`src/rtl/acq_sequencer.sv`:
```
// FMCW acquisition sequencer: ADF config, FIR capture, FFT/raw processing and FT245 upload,
// with per-frame ramp grouping. Define ACQ_SEQ_STATS_EN to enable the skipped-ramp counter.
module acq_sequencer #(
   parameter int RAMPS_W = 8,
   parameter int RD_DLY  = 1,
   parameter int SKIP_W  = 8
) (
   input  logic               clk,
   input  logic               rst_n,
   input  logic               adf_done,
   input  logic               ramp_start,
   input  logic               window_valid,
   input  logic               fifo_full,
   input  logic               fifo_empty,
   input  logic               fft_done,
   input  logic               ft245_empty,
   input  logic               mode,
   input  logic [RAMPS_W-1:0] nramps,
   output logic               adf_en,
   output logic               fir_en,
   output logic               fifo_wren,
   output logic               fifo_rden,
   output logic               fft_en,
   output logic               raw_en,
   output logic               frame_start,
   output logic               frame_done,
   output logic               busy,
   output logic [2:0]         state_o,
   output logic [SKIP_W-1:0]  skip_cnt
);

   typedef enum logic [2:0] {
      CONFIG = 3'd0,
      ARM    = 3'd1,
      FIR    = 3'd2,
      PROC   = 3'd3,
      XFER   = 3'd4
   } state_t;

   localparam logic [RAMPS_W-1:0] RAMP_ONE  = {{(RAMPS_W-1){1'b0}}, 1'b1};
   localparam logic [RAMPS_W-1:0] RAMP_ZERO = {RAMPS_W{1'b0}};
   localparam logic [3:0]         RD_DLY_C  = 4'(RD_DLY);

   state_t             state_r, state_nxt_s;
   logic [RAMPS_W-1:0] ramp_idx_r, nramps_r;
   logic               mode_r;
   logic [3:0]         dly_cnt_r;
   logic               frame_start_r, frame_done_r;
   logic               leave_xfer_s, last_ramp_s, fft_gate_s, new_frame_s;

   // Frame bookkeeping decode shared by the state register and the pulse generators
   always_comb begin
      leave_xfer_s = (state_r == XFER) && ft245_empty;
      last_ramp_s  = (ramp_idx_r == (nramps_r - RAMP_ONE));
      fft_gate_s   = (dly_cnt_r >= RD_DLY_C);
      new_frame_s  = 1'b0;
      if ((state_r == ARM) && adf_done && ramp_start) begin
         new_frame_s = (ramp_idx_r == RAMP_ZERO);
      end else if (leave_xfer_s && ramp_start) begin
         // XFER->FIR counts as an ARM->FIR; the index is about to wrap when last_ramp_s
         new_frame_s = last_ramp_s;
      end else begin
         new_frame_s = 1'b0;
      end
   end

   // Next-state and datapath enable decode
   always_comb begin
      state_nxt_s = state_r;
      fir_en      = 1'b0;
      fifo_wren   = 1'b0;
      fifo_rden   = 1'b0;
      fft_en      = 1'b0;
      raw_en      = 1'b0;
      case (state_r)
         CONFIG: state_nxt_s = adf_done ? ARM : CONFIG;
         ARM: begin
            if (!adf_done) begin
               state_nxt_s = CONFIG;
            end else if (ramp_start) begin
               state_nxt_s = FIR;
            end else begin
               state_nxt_s = ARM;
            end
         end
         FIR: begin
            fir_en      = 1'b1;
            fifo_wren   = window_valid;
            state_nxt_s = fifo_full ? PROC : FIR;
         end
         PROC: begin
            if (mode_r) begin
               fifo_rden   = !fifo_empty;
               raw_en      = !fifo_empty;
               state_nxt_s = fifo_empty ? XFER : PROC;
            end else begin
               fifo_rden   = 1'b1;
               fft_en      = fft_gate_s;
               state_nxt_s = (fft_done && fft_gate_s) ? XFER : PROC;
            end
         end
         XFER: begin
            if (ft245_empty) begin
               state_nxt_s = ramp_start ? FIR : ARM;
            end else begin
               state_nxt_s = XFER;
            end
         end
         default: state_nxt_s = CONFIG;
      endcase
   end

   // State, ramp/frame counters, latched frame settings and registered frame pulses
   always_ff @(posedge clk) begin
      if (!rst_n) begin
         state_r       <= CONFIG;
         ramp_idx_r    <= RAMP_ZERO;
         nramps_r      <= RAMP_ONE;
         mode_r        <= 1'b0;
         dly_cnt_r     <= 4'd0;
         frame_start_r <= 1'b0;
         frame_done_r  <= 1'b0;
      end else begin
         state_r       <= state_nxt_s;
         frame_start_r <= new_frame_s;
         frame_done_r  <= leave_xfer_s && last_ramp_s;
         if (state_r == PROC) begin
            dly_cnt_r <= (dly_cnt_r == RD_DLY_C) ? dly_cnt_r : dly_cnt_r + 4'd1;
         end else begin
            dly_cnt_r <= 4'd0;
         end
         if (leave_xfer_s) begin
            ramp_idx_r <= last_ramp_s ? RAMP_ZERO : ramp_idx_r + RAMP_ONE;
         end
         if (new_frame_s) begin
            mode_r   <= mode;
            nramps_r <= (nramps == RAMP_ZERO) ? RAMP_ONE : nramps;
         end
      end
   end

`ifdef ACQ_SEQ_STATS_EN
   logic [SKIP_W-1:0] skip_cnt_r;
   logic              skip_s;

   assign skip_s = (state_r == XFER) && ramp_start && !ft245_empty;

   // Saturating count of ramps lost while the FT245 was still draining
   always_ff @(posedge clk) begin
      if (!rst_n) begin
         skip_cnt_r <= {SKIP_W{1'b0}};
      end else if (skip_s && (skip_cnt_r != {SKIP_W{1'b1}})) begin
         skip_cnt_r <= skip_cnt_r + {{(SKIP_W-1){1'b0}}, 1'b1};
      end
   end

   assign skip_cnt = skip_cnt_r;
`else
   assign skip_cnt = {SKIP_W{1'b0}};
`endif

   assign adf_en      = 1'b1;
   assign frame_start = frame_start_r;
   assign frame_done  = frame_done_r;
   assign busy        = (state_r != CONFIG) && (state_r != ARM);
   assign state_o     = state_r;

endmodule

```
`config.mk`:
```
export PLATFORM = sky130hd
export DESIGN_NAME = acq_sequencer
export DESIGN_NICKNAME = d
export VERILOG_FILES = /design/src/rtl/acq_sequencer.sv
export SDC_FILE = /design/constraint.sdc
export NUM_CORES = 1
export LEC_CHECK = 0
export BUFFER_PORTS_ARGS = -buffer_cell sky130_fd_sc_hd__buf_4
export CAP_MARGIN = 40
export CORE_ASPECT_RATIO = 0.9
export CORE_MARGIN = 5
export CORE_UTILIZATION = 54
export CTS_CLUSTER_DIAMETER = 30
export DETAILED_ROUTE_END_ITERATION = 6
export GPL_TIMING_DRIVEN = 0
export PLACE_DENSITY = 0.83
export SLEW_MARGIN = 20
export SYNTH_ARGS = -nofsm -noshare
export SYNTH_HDL_FRONTEND = slang
export SYNTH_SLANG_ARGS = --single-unit
```
`constraint.sdc`:
```
create_clock -name clk -period 2.95 [get_ports clk]
set_input_delay 0.1475 -clock clk [delete_from_list [all_inputs] [get_ports clk]]
set_output_delay 0.1475 -clock clk [all_outputs]
set_load 0.005 [all_outputs]
```
==> results of run 1 <==
==> power breakdown <==
group | switching (mW) | internal [mW]
combinational | 0.0498 | 0.0539
clock | 0.112 | 0.138
sequential | 0.00515 | 0.357
total | 0.167 | 0.549
==> cell type report <==
cell class                      count  area, µm²
Clock buffer                        3       22.5
Multi-Input combinational cell    164       1060
Timing Repair Buffer               28        210
Inverter                            7       26.3
Buffer                             20        120
Sequential cell                    26        520
Tap cell                           42       52.6
Clock inverter                      1       30.0
Fill cell                         287       1000
==> layer usage <==
metal | track usage (%) | vias to the layer above | wire length (µm) | share of wire (%)
met1 | 20.5 | 702 | 1650 | 46
met2 | 29.4 | 44 | 1680 | 47
met4 | 3.66 | 0 | 27 | 0.75
met5 | 0 | - | 0 | 0
li1 | - | 795 | - | -
met3 | 4.61 | 2 | 218 | 6.1
==> logic make-up after synthesis <==
kind of cell	count (synthesis)
simple gates	85
compound gates	44
buf+inv	27
flops	26
xor+xnor	18
fa+ha+maj	6
other cells	2
mux	2
==> Yosys cell counts (all sizes together), types with 3 or more instances <==
master | n | area (µm²)
nand2b | 4 | 25.0
nor4b | 3 | 26.3
dfxtp | 26 | 521
xor2 | 11 | 96.3
and3 | 4 | 25.0
inv | 7 | 26.3
buf | 16 | 105
nand4 | 6 | 37.5
ha | 6 | 75.1
nor4 | 3 | 33.8
nor3 | 7 | 35.0
nand2 | 15 | 56.3
nor2 | 23 | 86.3
a21oi | 18 | 90.1
o21ai | 11 | 55.1
or2 | 3 | 18.8
xnor2 | 7 | 61.3
nand3 | 9 | 45.0
clkbuf | 4 | 15.0
==> critical path, cell delays in order (launching register included) <==
cell and delay (ns):
dfxtp_1 0.33, buf_2 0.17, inv_1 0.06, ha_1 0.18, buf_2 0.16, o21bai_1 0.16, a211oi_1 0.25, o21ba_2 0.22
o2111ai_4 0.21, a221oi_2 0.35, o21ai_1 0.08
==> flip-flops by register name, summed over array words and instances, names as in the netlist <==
register / cells
ramp_idx_r: 8
mode_r: 1
nramps_r: 8
dly_cnt_r: 4
frame_start: 1
state_o: 3
frame_done: 1
==> metrics by stage <==
| stage | total power [mW] | cell area (µm²) | setup WS, ns | utilization [%] | hold WS, ns |
|---|---|---|---|---|---|
| floorplan | 0.433 | 1730 | 0.912 | - | 0.227 |
| global placement | 0.472 | 1990 | 0.754 | 65.4 | 0.376 |
| detailed placement | 0.473 | 1990 | 0.710 | 65.4 | 0.377 |
| CTS | 0.718 | 2040 | 0.691 | 67.1 | 0.0121 |
| global route | 0.746 | 2040 | 0.497 | 67.1 | 0.00237 |
| finish | 0.716 | 2040 | 0.675 | 67.1 | 0.0195 |
==> how the worst max path moves through the flow <==
stage	endpoint	slack (ns)	depth (start not counted)
after detailed placement	nramps_r[0]	0.71	10
after global placement	nramps_r[0]	0.75	10
after floorplan	nramps_r[0]	0.91	10
after CTS	nramps_r[0]	0.69	10
final	nramps_r[0]	0.67	10
after global routing	nramps_r[0]	0.50	10
==> flow_metrics.tcl, run 1 <==
set metrics [dict create \
    status "completed" \
    ys_seq_area_share_pct 30.6 \
    synthCells 210 \
    setup.worst_path.class "flop to flop" \
    irDropWorstVdd_mv 0.302 \
    rsz0062_at_grt "false" \
    ys_seq_elements 26 \
    ys_types 45 \
    num_antenna_cells 0 \
    crit_path_end_kind "flop" \
    std_cell_rows 19 \
    cts_buffer_depth 2 \
    min_path_cells 2 \
    ios 38 \
    drtIter0Drc 64 \
    period_minus_slack_ns 2.28 \
    ctsHoldBuffers 0 \
    drt-total-wl_um 3580 \
    track_usage_pct 16.8 \
    portBuffers 28 \
    finalSetupViolCount 0 \
    cts_inserted_buffers 3 \
    critPathLaunchType "flop" \
    avgSynthCellArea_um2 8.10 \
    worstPathRequired_ns 3.19 \
    powerDensity_nw_per_um2 350 \
    synth-xor-area-share_pct 9.26 \
    gr-total-overflow 0 \
    finClkSkew_ns 0.00310 \
    muxShareOfSynthArea_pct 1.32 \
    hpwl_um 2830 \
    synth_top_family_by_area "simple AND/OR/NAND/NOR gates" \
    place_congestion 0.791 \
    die_h_um 63.3 \
    cts_htree_levels 1 \
    postCtsSetupBuffers 0 \
    grt_max_degree 16 \
    fin_setup_tns_ns 0 \
    nets 274 \
    antenna_left 0 \
    hold_end "nramps_r[0]" \
    yosys_warnings 0 \
    final_common_cell "buf_4" \
    synth_area_um2 1700 \
    insertion_delay_ns 0.33 \
    reg2reg_to "nramps_r[0]" \
    mostFrequentLayoutCells "buf_4 (38), dfxtp_1 (26), nor2_1 (23), a21oi_1 (18), nand2_1 (15)" \
    start_util_pct 55.9 \
    synth_ff_type "dfxtp_1" \
    post_drt_via_cell_ratio 5.30 \
    dp.cells 287 \
    die-area_um2 4380 \
    synth_edf_count 0 \
    reg2reg_depth 10 \
    maxCapViolCount 0 \
    cts.sinks 26 \
    clk_pin_slew_worst_paths_ns 0.14 \
    power.leakage_nw 0.840 \
    worstPathMaxFanout 9 \
    wire_per_inst_um 12.3 \
    drive_gt1_share_pct 24.1 \
    fmax_mhz 440 \
    async_flop_share_pct 0 \
    cts_resized 0 \
    cts-root-buf "clkbuf_4" \
    drv_slew 0 \
    finalCritPeriodShare_pct 77.1 \
    rr_startpoint "nramps_r[0]" \
    drc 0 \
    cts_tree "yes" \
    hp-start "rst_n" \
    dr_total_vias 1543 \
    grt_pass1_vias 1401 \
    finalHoldViolations 0 \
    synthSimpleGateAreaFrac_pct 26.8 \
    critPathLaunch "nramps_r[0]" \
    r2r_slack_ns 0.67 \
    antenna_found_initial 0 \
    synth_fa_ha_area_share_pct 4.41 \
    core_um2 3040 \
    cp.arrival_ns 2.51 \
    synth_compound_area_share_pct 18.5 \
    die_w_um 69.2 \
    first_pass_iters 4 \
    hold_path.class "primary input to flop" \
    grt_pass1_wl_um 6170 \
    areaGrowthSynthToFinish_pct 20.1 \
    final_cells 291 \
]
Power figures use the tool's default switching activity.
==> run 2: changes to the inputs <==
==> constraint.sdc (replaced) <==
create_clock -name clk -period 2.35 [get_ports clk]
set_input_delay 0.1175 -clock clk [delete_from_list [all_inputs] [get_ports clk]]
set_output_delay 0.1175 -clock clk [all_outputs]
set_load 0.005 [all_outputs]
==> flow_metrics.tcl, run 2 (synthesized netlist as in run 1, its figures left out) <==
set metrics [dict create \
    status "completed" \
    fmax_mhz 451 \
    finClkSkew_ns 0.00364 \
    finalSetupViolCount 0 \
    num_antenna_cells 0 \
    areaGrowthSynthToFinish_pct 21.0 \
    powerDensity_nw_per_um2 437 \
    grt_pass1_wl_um 6180 \
    period_minus_slack_ns 2.22 \
    critPathLaunchType "flop" \
    dr_total_vias 1538 \
    drtIter0Drc 62 \
    mostFrequentLayoutCells "buf_4 (38), dfxtp_1 (26), nor2_1 (23), a21oi_1 (18), nand2_1 (15)" \
    portBuffers 28 \
    start_util_pct 55.9 \
    grt_max_degree 16 \
    finalCritPeriodShare_pct 94.4 \
    cts_buffer_depth 2 \
    rsz0062_at_grt "false" \
    cts_tree "yes" \
    cp.arrival_ns 2.45 \
    ios 38 \
    setup.worst_path.class "flop to flop" \
    fin_ws_ns 0.132 \
    power.leakage_nw 0.845 \
    finalHoldViolations 0 \
    std_cell_rows 19 \
    nets 275 \
    crit_path_end_kind "flop" \
    cts_inserted_buffers 3 \
    pre_cts_slack_ns 0.110 \
    gr-total-overflow 0 \
    core_um2 3040 \
    worstPathRequired_ns 2.59 \
    post_drt_via_cell_ratio 5.27 \
    die-area_um2 4380 \
    largestRegisters "nramps_r x8, ramp_idx_r x8, dly_cnt_r x4" \
    antenna_found_initial 0 \
    place_congestion 0.791 \
    path_cells "buf_2 -> inv_1 -> ha_1 -> buf_2 -> xor2_1 -> o211ai_1 -> a21o_1 -> o2111ai_4 -> a221oi_2 -> o21ai_1" \
    final_common_cell "buf_4" \
    antenna_left 0 \
    hold_path.class "primary input to flop" \
    drc 0 \
    wire_per_inst_um 12.4 \
    cts_htree_levels 1 \
    insertion_delay_ns 0.33 \
    cts-root-buf "clkbuf_4" \
    slowest_stage "dfxtp_1" \
    critical-path-max-stage-delay_ns 0.33 \
    drive_gt1_share_pct 24.4 \
    cts.sinks 26 \
    first_pass_iters 4 \
    fin_setup_tns_ns 0 \
    die_w_um 69.2 \
    maxCapViolCount 0 \
    clk_pin_slew_worst_paths_ns 0.14 \
    worstPathMaxFanout 9 \
    grt_pass1_vias 1399 \
    track_usage_pct 16.8 \
    cp_top_family "compound AO/OA/AOI/OAI gates" \
    die_h_um 63.3 \
    drv_slew 0 \
    irDropWorstVdd_mv 0.378 \
    crit_buf_inv 3 \
    drt-total-wl_um 3630 \
    crit_top_cell "buf_2" \
    hpwl_um 2830 \
]
-- run 2: final cells by class --
type / count / area, µm²
buffer: 20 / 120
clock buffer: 3 / 22.5
clock inverter: 1 / 30.0
fill: 285 / 985
inverter: 7 / 26.3
multi-input combinational: 164 / 1070
sequential: 26 / 520
tap: 42 / 52.6
timing repair buffer: 29 / 220
-- run 2: worst paths after layout --
| check | start | endpoint | slack, ns | cells after the start |
|---|---|---|---|---|
| worst max register to register | nramps_r[0] | nramps_r[0] | 0.13 | 10 |
| worst min register to register | dly_cnt_r[1] | dly_cnt_r[1] | 0.50 | 2 |
| worst min-delay path | nramps[0] | nramps_r[0] | 0.03 | 3 |
| worst max-delay path | nramps_r[0] | nramps_r[0] | 0.13 | 10 |
-- run 2: metal layers --
| metal | global-route usage, % | vias to the layer above | part of all wire [%] |
|---|---|---|---|
| li1 | - | 796 | - |
| met1 | 20.6 | 696 | 47 |
| met2 | 29.4 | 42 | 47 |
| met3 | 4.61 | 4 | 5.4 |
| met4 | 3.66 | 0 | 0.99 |
| met5 | 0 | - | 0 |
-- run 2: what timing repair did --
| action | in CTS | in global routing |
|---|---|---|
| setup buffers | 0 | 0 |
| setup endpoints to repair | 0 | 4 |
| hold endpoints to repair | 1 | 0 |
| resized for setup | 0 | 1 |
| hold buffers | 1 | 0 |
-- run 2: worst min-delay path, cell delays in order --
cell and delay [ns]:
buf_4 0.08, a221oi_2 0.03, o21ai_1 0.10
-- run 2: metrics by stage --
step	hold WS [ns]	area, µm²	util, %	instances	total power, mW
2_1_floorplan	0.197	1730	-	217	0.543
6_report	0.0256	2060	67.6	292	0.900
3_3_place_gp	0.346	1990	65.4	287	0.592
3_5_place_dp	0.347	1990	65.4	287	0.594
4_1_cts	0.0196	2050	67.5	292	0.903
5_1_grt	0.0240	2060	67.6	292	0.939
-- run 2: where the power goes --
part	total (mW)	internal (mW)	switching, mW
clock network	0.312	0.173	0.139
logic	0.133	0.0692	0.0637
registers	0.455	0.448	0.00657
total	0.900	0.690	0.209
==> run 3: changes to the inputs <==
--- a/config.mk
+++ b/config.mk
@@ -5,7 +5,7 @@
 export SDC_FILE = /design/constraint.sdc
 export NUM_CORES = 1
 export LEC_CHECK = 0
-export BUFFER_PORTS_ARGS = -buffer_cell sky130_fd_sc_hd__buf_4
+export BUFFER_PORTS_ARGS = -buffer_cell sky130_fd_sc_hd__buf_2
 export CAP_MARGIN = 40
 export CORE_ASPECT_RATIO = 0.9
 export CORE_MARGIN = 5
@@ -13,6 +13,7 @@
 export CTS_CLUSTER_DIAMETER = 30
 export DETAILED_ROUTE_END_ITERATION = 6
 export GPL_TIMING_DRIVEN = 0
+export HOLD_SLACK_MARGIN = 0.05
 export PLACE_DENSITY = 0.83
 export SLEW_MARGIN = 20
 export SYNTH_ARGS = -nofsm -noshare
==> constraint.sdc (replaced) <==
create_clock -name clk -period 2.2 [get_ports clk]
set_input_delay 0.11 -clock clk [delete_from_list [all_inputs] [get_ports clk]]
set_output_delay 0.11 -clock clk [all_outputs]
set_load 0.005 [all_outputs]
==> flow_metrics.tcl, run 3 (synthesized netlist as in run 1, its figures left out) <==
set metrics [dict create \
    r2r_slack_ns 0.08 \
    areaGrowthSynthToFinish_pct 26.3 \
    cts_htree_levels 1 \
    antenna_left 0 \
    place_congestion 0.796 \
    die-area_um2 4380 \
    pre_cts_slack_ns -0.0719 \
    fmax_mhz 471 \
    critPathLaunchType "flop" \
    finalCritPeriodShare_pct 96.4 \
    status "completed" \
    irDropWorstVdd_mv 0.456 \
    power.leakage_nw 0.904 \
    finalHoldViolations 0 \
    critical-path-max-stage-delay_ns 0.36 \
    clk_pin_slew_worst_paths_ns 0.15 \
    drt-total-wl_um 4290 \
    worstPathMaxFanout 7 \
    maxCapViolCount 0 \
    portBuffers 28 \
    slowest_stage "a221oi_2" \
    multi_input_area_um2 1070 \
    pwr-share-seq_pct 49.7 \
    p_int_mw 0.744 \
    grt_pass1_vias 1612 \
    finalPower_mw 0.979 \
    cts_inserted_buffers 3 \
    post_drt_via_cell_ratio 5.41 \
    track_usage_pct 19.6 \
    cts_tree "yes" \
    drive_gt1_share_pct 25.7 \
    grt_max_degree 16 \
    cts.sinks 26 \
    mostFrequentLayoutCells "buf_2 (32), dfxtp_1 (26), nor2_1 (23), a21oi_1 (18), buf_4 (16)" \
    path_cells "clkbuf_4 -> inv_1 -> ha_2 -> xor2_1 -> and3_1 -> o211a_4 -> o2111ai_4 -> a221oi_2 -> o21ai_1" \
    hold_ws_ns 0.0821 \
    gr-total-overflow 0 \
    drtIter0Drc 87 \
    worstPathRequired_ns 2.44 \
    p_clk_share_pct 34.5 \
    finClkSkew_ns 0.00600 \
    first_pass_iters 4 \
    min_path_cells 4 \
    grt_pass1_wl_um 7100 \
    antenna_found_initial 0 \
    drv_slew 0 \
    dr_total_vias 1662 \
    cts_buffer_depth 2 \
    std_cell_rows 19 \
    nets 290 \
    setup.worst_path.class "flop to flop" \
    num_antenna_cells 0 \
    regArea_um2 520 \
    cts-root-buf "clkbuf_4" \
    final_common_cell "buf_2" \
    core_um2 3040 \
    pwr-share-comb_pct 15.8 \
    cp_top_family "compound AO/OA/AOI/OAI gates" \
    wire_per_inst_um 14.0 \
    reg2reg_depth 9 \
    cp.arrival_ns 2.36 \
    ios 38 \
    start_util_pct 55.9 \
    crit_path_end_kind "flop" \
    insertion_delay_ns 0.33 \
    dpl_cell_area_um2 1920 \
    path_depth 9 \
    die_h_um 63.3 \
    p_sw_mw 0.235 \
    powerDensity_nw_per_um2 455 \
    period_minus_slack_ns 2.12 \
    hold_path.class "primary input to flop" \
    crit_buf_inv 2 \
    finalSetupViolCount 0 \
    largestRegisters "nramps_r x8, ramp_idx_r x8, dly_cnt_r x4" \
    fin_area_um2 2150 \
    fin_ws_ns 0.0782 \
    hpwl_um 2890 \
    swShare_pct 24.0 \
    drc 0 \
    die_w_um 69.2 \
    fillers 268 \
]
==> run 3: cell types whose count changed in the layout (fill, tap and decap cells not counted), sizes merged <==
| cell | delta |
|---|---|
| dlygate4sd3 | +9 |
| clkbuf | +1 |
| buf | +5 |
==> run 3: repair_timing <==
action | in CTS | in global routing
resized for setup | 0 | 4
endpoints found under the hold margin | 11 | 0
pin swaps | 4 | 5
setup buffers | 2 | 5
endpoints found under the setup margin | 1 | 17
cloned | 0 | 0
hold buffers | 10 | 0
==> run 3: routing by layer <==
layer / wire (µm) / part of all wire [%] / GRT usage [%]
met4: 74 / 1.7 / 7.07
met1: 1810 / 42 / 22.5
met5: 0 / 0 / 0
met2: 2220 / 52 / 34.9
met3: 179 / 4.2 / 5.41
==> run 3: final timing paths <==
path                             startpoint           to
worst min register to register  nramps_r[7]  nramps_r[7]
worst max register to register  nramps_r[0]  nramps_r[0]
worst max-delay path            nramps_r[0]  nramps_r[0]
worst min-delay path            ft245_empty   state_o[2]
==> run 3: area by class of cell <==
| type | instances | area share [%] |
|---|---|---|
| clock buffer | 3 | 1.05 |
| clock inverter | 1 | 1.40 |
| tap | 42 | 2.44 |
| multi-input combinational | 164 | 50.0 |
| timing repair buffer | 45 | 14.2 |
| sequential | 26 | 24.2 |
| inverter | 7 | 1.22 |
| buffer | 19 | 5.47 |
==> run 3: worst min-delay path: stages <==
cell and delay [ns]:
buf_2 0.10, nor4b_1 0.05, nor2_1 0.09, nor2_1 0.04
==> run 3: power groups by stage <==
stage                     sequential [mW]  clock (mW)  combinational (mW)
after floorplan                     0.495           0              0.0852
after global placement              0.496           0               0.124
after detailed placement            0.496           0               0.126
after CTS                           0.486       0.343               0.141
after global routing                0.488       0.361               0.171
final                               0.486       0.338               0.155
==> run 3: stage by stage <==
| step | setup TNS, ns | utilization, % | cells |
|---|---|---|---|
| floorplan | 0 | - | 217 |
| global placement | 0 | 63.1 | 287 |
| detailed placement | -0.0719 | 63.1 | 287 |
| CTS | 0 | 69.0 | 303 |
| global route | -0.00837 | 70.6 | 307 |
| finish | 0 | 70.6 | 307 |
